**src/rtl/tt_pkg.sv**
```systemverilog
`default_nettype none
// +----------------------------------------------------------------------+
// | tt_pkg : shared types and sizing helpers for truth_table_engine      |
// | Rev 1.0                                                              |
// +----------------------------------------------------------------------+
package tt_pkg;

  typedef enum logic [1:0] {
    IDLE  = 2'd0,
    SWEEP = 2'd1,
    DONE  = 2'd2
  } tt_state_e;

  function automatic int tt_rows(input int in_w);
    return 1 << in_w;
  endfunction

  // Keeps cfg_sel at least one bit wide when only a single function exists.
  function automatic int tt_sel_w(input int num_out);
    return (num_out > 1) ? $clog2(num_out) : 1;
  endfunction

endpackage

`default_nettype wire

```
**src/rtl/truth_table_engine_if.sv**
```systemverilog
`default_nettype none
// +----------------------------------------------------------------------+
// | truth_table_engine_if : config, direct-evaluate and sweep signals    |
// | Rev 1.0                                                              |
// +----------------------------------------------------------------------+
interface truth_table_engine_if #(
  parameter int IN_W    = 4,
  parameter int NUM_OUT = 10
);

  localparam int ROWS  = tt_pkg::tt_rows(IN_W);
  localparam int SEL_W = tt_pkg::tt_sel_w(NUM_OUT);

  logic               cfg_we;
  logic [SEL_W-1:0]   cfg_sel;
  logic [ROWS-1:0]    cfg_data;
  logic [IN_W-1:0]    in_vec;
  logic               in_valid;
  logic [NUM_OUT-1:0] eval;
  logic               eval_valid;
  logic               sweep_start;
  logic [IN_W-1:0]    row_idx;
  logic [NUM_OUT-1:0] row_val;
  logic               row_valid;
  logic               row_ready;
  logic               busy;
  logic               done;

  modport master (
    output cfg_we, cfg_sel, cfg_data, in_vec, in_valid, sweep_start, row_ready,
    input  eval, eval_valid, row_idx, row_val, row_valid, busy, done
  );

  modport slave (
    input  cfg_we, cfg_sel, cfg_data, in_vec, in_valid, sweep_start, row_ready,
    output eval, eval_valid, row_idx, row_val, row_valid, busy, done
  );

endinterface

`default_nettype wire

```
**src/rtl/tt_bank.sv**
```systemverilog
`default_nettype none
// +----------------------------------------------------------------------+
// | tt_bank : NUM_OUT truth tables, one write port, two row read ports   |
// | Rev 1.0                                                              |
// +----------------------------------------------------------------------+
module tt_bank
  import tt_pkg::*;
#(
  parameter int IN_W    = 4,
  parameter int NUM_OUT = 10,
  parameter int ROWS    = 16,
  parameter int SEL_W   = 4
) (
  input  wire logic               clk,
  input  wire logic               rst_n,
  input  wire logic               i_we,
  input  wire logic [SEL_W-1:0]   i_sel,
  input  wire logic [ROWS-1:0]    i_data,
  input  wire logic [IN_W-1:0]    i_row_a,
  output logic      [NUM_OUT-1:0] o_val_a,
  input  wire logic [IN_W-1:0]    i_row_b,
  output logic      [NUM_OUT-1:0] o_val_b
);

  // Selects at or beyond NUM_OUT match no table, so they fall away naturally.
  for (genvar k = 0; k < NUM_OUT; k++) begin : g_tab
    logic [ROWS-1:0] r_tbl;

    always_ff @(posedge clk or negedge rst_n) begin
      if (!rst_n) begin
        r_tbl <= '0;
      end else if (i_we && (i_sel == SEL_W'(k))) begin
        r_tbl <= i_data;
      end
    end

    assign o_val_a[k] = r_tbl[i_row_a];
    assign o_val_b[k] = r_tbl[i_row_b];
  end

endmodule

`default_nettype wire

```
**src/rtl/truth_table_engine.sv**
```systemverilog
`default_nettype none
// +----------------------------------------------------------------------+
// | truth_table_engine : programmable multi-output truth tables with     |
// | direct evaluation and a flow-controlled full-table sweep. Rev 1.0    |
// +----------------------------------------------------------------------+
module truth_table_engine
  import tt_pkg::*;
#(
  parameter int IN_W    = 4,
  parameter int NUM_OUT = 10
) (
  input wire logic             clk,
  input wire logic             rst_n,
  truth_table_engine_if.slave  bus
);

  localparam int ROWS  = tt_rows(IN_W);
  localparam int SEL_W = tt_sel_w(NUM_OUT);

  tt_state_e          r_state;
  logic [IN_W-1:0]    r_row_idx;
  logic               r_busy;
  logic               r_done;
  logic [NUM_OUT-1:0] r_eval;
  logic               r_eval_valid;

  logic               w_we;
  logic               w_last;
  logic [NUM_OUT-1:0] w_eval_row;
  logic [NUM_OUT-1:0] w_sweep_row;

  // Tables are frozen during a sweep so every beat reports one consistent table.
  assign w_we   = bus.cfg_we & ~r_busy;
  assign w_last = (r_row_idx == {IN_W{1'b1}});

  tt_bank #(
    .IN_W    (IN_W),
    .NUM_OUT (NUM_OUT),
    .ROWS    (ROWS),
    .SEL_W   (SEL_W)
  ) u_bank (
    .clk     (clk),
    .rst_n   (rst_n),
    .i_we    (w_we),
    .i_sel   (bus.cfg_sel),
    .i_data  (bus.cfg_data),
    .i_row_a (bus.in_vec),
    .o_val_a (w_eval_row),
    .i_row_b (r_row_idx),
    .o_val_b (w_sweep_row)
  );

  always_ff @(posedge clk or negedge rst_n) begin
    if (!rst_n) begin
      r_eval       <= '0;
      r_eval_valid <= 1'b0;
    end else begin
      r_eval_valid <= bus.in_valid;
      if (bus.in_valid) begin
        r_eval <= w_eval_row;
      end
    end
  end

  always_ff @(posedge clk or negedge rst_n) begin
    if (!rst_n) begin
      r_state   <= IDLE;
      r_row_idx <= '0;
      r_busy    <= 1'b0;
      r_done    <= 1'b0;
    end else begin
      case (r_state)
        IDLE: begin
          r_done <= 1'b0;
          if (bus.sweep_start) begin
            r_state   <= SWEEP;
            r_row_idx <= '0;
            r_busy    <= 1'b1;
          end
        end
        SWEEP: begin
          if (bus.row_ready) begin
            if (w_last) begin
              r_state <= DONE;
              r_busy  <= 1'b0;
              r_done  <= 1'b1;
            end else begin
              r_row_idx <= r_row_idx + 1'b1;
            end
          end
        end
        DONE: begin
          r_state <= IDLE;
          r_done  <= 1'b0;
        end
        default: begin
          r_state <= IDLE;
          r_busy  <= 1'b0;
          r_done  <= 1'b0;
        end
      endcase
    end
  end

  assign bus.eval       = r_eval;
  assign bus.eval_valid = r_eval_valid;
  assign bus.row_idx    = r_row_idx;
  assign bus.row_valid  = r_busy;
  assign bus.busy       = r_busy;
  assign bus.done       = r_done;
  assign bus.row_val    = r_busy ? w_sweep_row : '0;

endmodule

`default_nettype wire

```
**src/flat_wrapper.sv**
```systemverilog
// flat-port wrapper written by rule: the top's interface ports become plain ports
module truth_table_engine_flat import tt_pkg::*;
#(
  parameter int IN_W    = 4,
  parameter int NUM_OUT = 10
)
  (clk, rst_n, bus_cfg_we, bus_cfg_sel, bus_cfg_data, bus_in_vec, bus_in_valid, bus_sweep_start, bus_row_ready, bus_eval, bus_eval_valid, bus_row_idx, bus_row_val, bus_row_valid, bus_busy, bus_done);
  truth_table_engine_if #(.IN_W(IN_W), .NUM_OUT(NUM_OUT)) bus_i ();
  input wire logic clk;
  input wire logic rst_n;
  input wire logic [$bits(bus_i.cfg_we)-1:0] bus_cfg_we;
  input wire logic [$bits(bus_i.cfg_sel)-1:0] bus_cfg_sel;
  input wire logic [$bits(bus_i.cfg_data)-1:0] bus_cfg_data;
  input wire logic [$bits(bus_i.in_vec)-1:0] bus_in_vec;
  input wire logic [$bits(bus_i.in_valid)-1:0] bus_in_valid;
  input wire logic [$bits(bus_i.sweep_start)-1:0] bus_sweep_start;
  input wire logic [$bits(bus_i.row_ready)-1:0] bus_row_ready;
  output wire logic [$bits(bus_i.eval)-1:0] bus_eval;
  output wire logic [$bits(bus_i.eval_valid)-1:0] bus_eval_valid;
  output wire logic [$bits(bus_i.row_idx)-1:0] bus_row_idx;
  output wire logic [$bits(bus_i.row_val)-1:0] bus_row_val;
  output wire logic [$bits(bus_i.row_valid)-1:0] bus_row_valid;
  output wire logic [$bits(bus_i.busy)-1:0] bus_busy;
  output wire logic [$bits(bus_i.done)-1:0] bus_done;
  assign bus_i.cfg_we = bus_cfg_we;
  assign bus_i.cfg_sel = bus_cfg_sel;
  assign bus_i.cfg_data = bus_cfg_data;
  assign bus_i.in_vec = bus_in_vec;
  assign bus_i.in_valid = bus_in_valid;
  assign bus_i.sweep_start = bus_sweep_start;
  assign bus_i.row_ready = bus_row_ready;
  assign bus_eval = bus_i.eval;
  assign bus_eval_valid = bus_i.eval_valid;
  assign bus_row_idx = bus_i.row_idx;
  assign bus_row_val = bus_i.row_val;
  assign bus_row_valid = bus_i.row_valid;
  assign bus_busy = bus_i.busy;
  assign bus_done = bus_i.done;
  truth_table_engine #(.IN_W(IN_W), .NUM_OUT(NUM_OUT)) u_core (.clk(clk), .rst_n(rst_n), .bus(bus_i));
endmodule
```
**config.mk**
```make
export PLATFORM = sky130hd
export DESIGN_NAME = truth_table_engine_flat
export DESIGN_NICKNAME = d
export VERILOG_FILES = /design/src/rtl/tt_pkg.sv /design/src/rtl/truth_table_engine_if.sv /design/src/rtl/tt_bank.sv /design/src/rtl/truth_table_engine.sv /design/src/flat_wrapper.sv
export SDC_FILE = /design/constraint.sdc
export NUM_CORES = 1
export LEC_CHECK = 0
export CAP_MARGIN = 20
export CELL_PAD_IN_SITES_DETAIL_PLACEMENT = 2
export CELL_PAD_IN_SITES_GLOBAL_PLACEMENT = 2
export CORE_ASPECT_RATIO = 0.6
export CORE_MARGIN = 3
export CORE_UTILIZATION = 30
export CTS_BUF_LIST = sky130_fd_sc_hd__clkbuf_4 sky130_fd_sc_hd__clkbuf_8
export DETAILED_ROUTE_END_ITERATION = 6
export GPL_TIMING_DRIVEN = 0
export PLACE_DENSITY_LB_ADDON = 0.15
export SLEW_MARGIN = 20
export SYNTH_ARGS = -nofsm -noshare
export SYNTH_HDL_FRONTEND = slang
export SYNTH_SLANG_ARGS = --single-unit
```
**constraint.sdc**
```tcl
create_clock -name clk -period 3 [get_ports clk]
set_input_delay 0.9 -clock clk [delete_from_list [all_inputs] [get_ports clk]]
set_output_delay 0.9 -clock clk [all_outputs]
set_load 0.01 [all_outputs]
```
# After elaboration in Yosys (flattened, before gate mapping)
# Cells that the tools add are included.
[totals]
regBits = 179
input_bits = 30
[classes]
n_eq_ne = 16
mux = 56
add_sub_neg = 1
order_cmp = 2
n_reduce_logical = 17
bitwise = 3
[op_table]
columns = ["operator", "n"]
rows = [
  ["binary-select mux 1 bit (select 4 bit)", 20],
  ["2-to-1 mux 1 bit", 26],
  ["equality test 4 x 3 -> 1 bit, second input constant", 4],
  ["equality test 4 bit, second input constant", 3],
  ["2-to-1 mux 4 bit", 3],
  ["logical AND 1 bit", 10],
  ["< comparator 4 x 5 -> 1 bit, second input constant", 2],
  ["2-to-1 mux 10 bit", 1],
  ["equality test 4 x 2 -> 1 bit, second input constant", 2],
  ["case mux 4 bit (2 select lines)", 1],
  ["AND reduction 4 bit", 2],
  ["2-to-1 mux 2 bit", 3],
  ["!= test 2 bit, second input constant", 3],
  ["adder 4 x 1 -> 4 bit, second input constant", 1],
  ["equality test 4 x 1 -> 1 bit, second input constant", 1],
  ["zero test 4 bit", 1],
  ["case mux 2 bit (2 select lines)", 1],
  ["case mux 1 bit (3 select lines)", 1],
  ["AND reduction 3 bit", 1],
  ["equality test 2 x 1 -> 1 bit, second input constant", 1],
  ["equality test 2 bit, second input constant", 1],
  ["zero test 2 bit", 1],
  ["!= test 2 x 1 -> 1 bit, second input constant", 1],
  ["NOT 1 bit", 2],
  ["other kinds (3)", 3],
]

# Logic depth before layout (Yosys ltp)
[depth]
depth_word = 4
mapped_depth = 5
depth_no_buf = 5

# Modules after synthesis
# Synthesis repeated with hierarchy kept, for this count alone.
[hier_totals]
cells_unflattened = 614
area_unflattened_um2 = 9308.9
[by_module_without_submodules]
columns = ["mod", "n_inst", "cells_per_inst", "area_per_inst_um2"]
rows = [
  ["tt_bank", 1, 538, 8423.1],
  ["truth_table_engine", 1, 76, 885.8],
]

# Worst setup path after synthesis
# No wires, ideal clock.
[synth_path]
kind = "register to output"
startpoint = "register u_core.r_row_idx[0] (netlist: u_core.bus.row_idx[0])"
endpoint = "output bus_row_val[3]"
slack_ns = 0.460
stages_incl_launch_ff = 6
t_required_ns = 2.100
arrival_ns = 1.640
cell_sequence = "dfrtp_1 > buf_4 > buf_2 > mux4_2 > mux2i_1 > o22ai_1"
[synth_between]
elab_chain_cells = 3
[synth_lines]
columns = ["item", "line", "source"]
rows = [
  ["from (decl)", "truth_table_engine.sv:21", "logic [IN_W-1:0] r_row_idx;"],
  ["from (signal assigned)", "truth_table_engine.sv:88", "r_row_idx <= r_row_idx + 1'b1;"],
  ["binary-select mux 1 bit (select 4 bit)", "tt_bank.sv:38", "assign o_val_b[k] = r_tbl[i_row_b];"],
  ["2-to-1 mux 1 bit (not written as such)", "tt_bank.sv:38", ""],
  ["2-to-1 mux 10 bit", "truth_table_engine.sv:111", "assign bus.row_val = r_busy ? w_sweep_row : '0;"],
  ["to (decl)", "flat_wrapper.sv:21", "output wire logic [$bits(bus_i.row_val)-1:0] bus_row_val;"],
]
# No other way between the ends. The select of a mux whose other input is x is not followed.

# Worst setup path in the final report
[layout_path]
startpoint = "register u_core.r_row_idx[0] (netlist: u_core.bus.row_idx[0])"
endpoint = "output bus_row_val[1]"
# Same word-level chain as after synthesis.

==> implementation parameters <==
Parameter                              Value

Clock network
  Number of clock buffers inserted by TritonCTS ... 17
  Latest clock arrival within the worst-skew pair ... 500 ps
  Number of H-tree levels ... 4
  Buffer levels on the longest clock path ... 2
  Sink count of the clock tree ... 179
  CTS tree ... yes
  Clock Root Buffer ... sky130_fd_sc_hd__clkbuf_8
  Register clock-pin slew on the reported worst setup and hold paths ... 100 ps

Logic synthesis
  Total standard cell area after synthesis ... 9366 sq um
  Main flop type after synthesis ... sky130_fd_sc_hd__dfrtp_1
  Count of flip-flops with a built-in enable after synthesis ... 0
  Fraction of the yosys area taken by sequential cells ... 0.4782
  YS warnings ... 0
  Count of mapped cells out of synthesis ... 595
  Per-instance average area after synthesis ... 15.74 sq um
  Share of synthesized registers carrying an async set or reset ... 1.000
  Net count of the mapped netlist ... 626
  Yosys reg bits ... 179
  Cell variety after synth ... 36

Power and ir drop
  Worst voltage drop across the vdd grid ... 0.0003166 V
  Leak pwr ... 0.004800 uW
  Total power divided by cell area ... 965.4 nW/um^2
  Power consumption ... 10,730 uW

Floorplan
  Die footprint ... 33,450 sq um
  Floorplan row count ... 49
  Chip Width ... 234.1 um
  Number of placed I/O pins ... 58
  Vertical extent of the die ... 142.9 um
  Core footprint ... 30,350 sq um
  Effective utilization at floorplan ... 0.3086

Critical path
  Cell with the most instances on the worst path ... sky130_fd_sc_hd__buf_12
  Startpoint type of the worst setup path ... flip-flop
  Flop-to-flop setup slack ... 950 ps
  Kind of capture point of the worst setup path ... primary output
  Critical Path RT ... 2100 ps
  Category of the critical setup timing path ... flip-flop to primary output
  Largest delay contributor family on the critical path ... multiplexers
  Number of buffers and inverters on the critical path ... 4
  Ordered list of cells on the worst path ... buf_12 > buf_12 > buf_12 > mux4_2 > mux2i_2 > o22ai_2 > buf_2
  Worst path slowest cell ... sky130_fd_sc_hd__mux4_2
  Worst-path maximum fanout ... 9
  Crit path DAT ... 2390 ps
  Largest stage delay, worst path ... 510 ps

Global route
  GRT overflow ... 0
  Total GRT Usage ... 0.2094
  Number of antenna violations at the first check in global routing ... 4
  Maximum number of pins on one net before global-route repair ... 82
  Via count of the first global-routing pass ... 6,536
  First-pass GRT wire length ... 48.85 mm

Routing
  Iteration count of the initial detailed-routing pass ... 5
  Number of vias per cell ... 5.662
  Total vias in the final route ... 6,155
  Final antenna-violating net count ... 0
  Wire length after detailed routing ... 33.85 mm
  Average routed wire per standard cell ... 31.14 um
  Number of remaining DRC errors ... 0
  Detailed router's first-iteration violation count ... 588

Timing
  Slew headroom ... 0.4816
  Highest Clock Rate ... 0.3039 GHz
  Max-slew violations ... 0
  Worst-Margin Slew ... 777.6 ps
  Final setup viols ... 10
  Setup repair after global routing missed its margin ... yes
  Least setup slack across all paths after layout ... -290.3 ps
  Hold violation count in the final report ... 0
  Final clock skew ... 12.98 ps
  Post-route fraction of the period consumed by the critical path ... 1.097
  Total negative setup slack ... -2535 ps
  Shortest clock period the worst path allows after layout ... 3290 ps
  Worst hold slack ... 265.8 ps

Final layout
  Final Net Count ... 698
  Fill cell instance count of the final layout ... 3,015
  Fraction of layout cells with a size suffix above 1 ... 0.5206
  Leading cell type in the layout, fill and taps excluded ... sky130_fd_sc_hd__dfrtp_1
  Commonest non-fill, non-tap cells in the layout ... 178 x sky130_fd_sc_hd__dfrtp_1, 171 x sky130_fd_sc_hd__mux2_2, 62 x sky130_fd_sc_hd__mux4_2
  Area overhead of the layout relative to synthesis ... 18.66%

Place
  Worst slack at placement ... -829.3 ps
  IO buf count ... 41
  Global placer's final weighted congestion ... 0.8152
  DP HPWL ... 24.68 mm

Job
  Count of max-cap constraint violations ... 0

Outcome
  Result of the run ... finished with violations
  Failing checks ... negative setup slack

Min path
  Min-delay worst type ... input pin to asynchronous set/reset pin
==> logic make-up (layout without fill, tap and decap cells) <==
| kind of cell | count (synthesis) | in the layout | share of synthesized area |
|---|---|---|---|
| multiplexers | 271 | 271 | 0.4265 |
| flip-flops | 179 | 179 | 0.4782 |
| buffers and inverters | 58 | 141 | 0.03540 |
| AO/OA/AOI/OAI | 53 | 53 | 0.03540 |
| AND/OR/NAND/NOR | 33 | 33 | 0.02311 |
| adder cells (fa/ha/maj) | 1 | 1 | 0.001336 |
| other | 0 | 1 | 0 |
==> per-stage QoR <==
stage | cell area (sq um) | utilization | cells
6_report | 11110 | 0.3662 | 1087
3_3_place_gp | 10290 | 0.3390 | 1044
4_1_cts | 11090 | 0.3655 | 1087
2_1_floorplan | 9366 | - | 595
3_5_place_dp | 10350 | 0.3410 | 1046
5_1_grt | 11110 | 0.3662 | 1086
==> where the power goes <==
group          total (uW)  internal (uW)  switching, uW
Sequential           4290           3260           1030
Clock                1660            756            900
Combinational        4790           2720           2070
Total               10700           6740           3990
==> cell type report <==
class	count	area, sq um	share of cell area
multi-input combinational	358	4733	0.4259
inverter	2	7.507	0.0006754
clock inverter	5	52.55	0.004728
sequential	179	4481	0.4031
antenna	1	2.502	0.0002251
timing repair buffer	53	585.6	0.05268
tap	408	510.5	0.04593
buffer	56	429.2	0.03861
clock buffer	25	312.8	0.02814
==> synthesized netlist by cell type, drive strengths merged (2+ instances only) <==
master	n	share of area
o21ai	4	0.0021
mux2i	20	0.021
buf	49	0.032
dfrtp	179	0.48
nor2b	2	0.0013
nand3	2	0.0011
mux2	171	0.21
and4bb	2	0.0031
and3	4	0.0027
nand2	13	0.0071
mux4	80	0.20
o22ai	30	0.020
a22o	4	0.0037
a21oi	11	0.0059
nor2	4	0.0016
inv	2	0.00080
nor4b	2	0.0035
clkbuf	7	0.0029
==> final timing paths <==
| path | from | to | cells past startpoint |
|---|---|---|---|
| setup / recovery | u_core.bus.row_idx[0]$_DFFE_PN0P_ | bus_row_val[1] | 7 |
| hold / removal | rst_n | u_core.u_bank.g_tab[9].r_tbl[14]$_DFFE_PN0P_ | 1 |
| setup reg to reg | u_core.bus.busy$_DFFE_PN0P_ | u_core.u_bank.g_tab[3].r_tbl[12]$_DFFE_PN0P_ | 5 |
| hold reg to reg | u_core.u_bank.g_tab[8].r_tbl[11]$_DFFE_PN0P_ | u_core.u_bank.g_tab[8].r_tbl[11]$_DFFE_PN0P_ | 1 |
| max in group asynchronous | rst_n | u_core.u_bank.g_tab[2].r_tbl[7]$_DFFE_PN0P_ | 3 |
| min in group clk | u_core.u_bank.g_tab[8].r_tbl[11]$_DFFE_PN0P_ | u_core.u_bank.g_tab[8].r_tbl[11]$_DFFE_PN0P_ | 1 |
==> routing by layer <==
metal	vias up	GRT usage	wire length [um]
li1	2490	-	-
met3	20	0.04825	2102
met4	0	0.05275	320
met5	-	0	0
met1	3449	0.3330	17340
met2	196	0.2820	14090
==> state kept, by name, indices dropped and copies added, names as in the netlist <==
name                       count
u_core.bus.busy                1
u_core.bus.done                1
u_core.bus.eval               10
u_core.bus.eval_valid          1
u_core.bus.row_idx             4
u_core.r_state                 2
u_core.u_bank.g_tab.r_tbl    160
==> what timing repair did <==
| action | CTS | global route |
|---|---|---|
| pin swaps | 1 | 2 |
| resized for setup | 96 | 9 |
| hold buffers | 0 | 0 |
| setup endpoints to repair | 10 | 10 |
| gates cloned | 3 | 0 |
| setup buffers | 8 | 0 |
No activity file was read; power rests on OpenSTA's default activity.
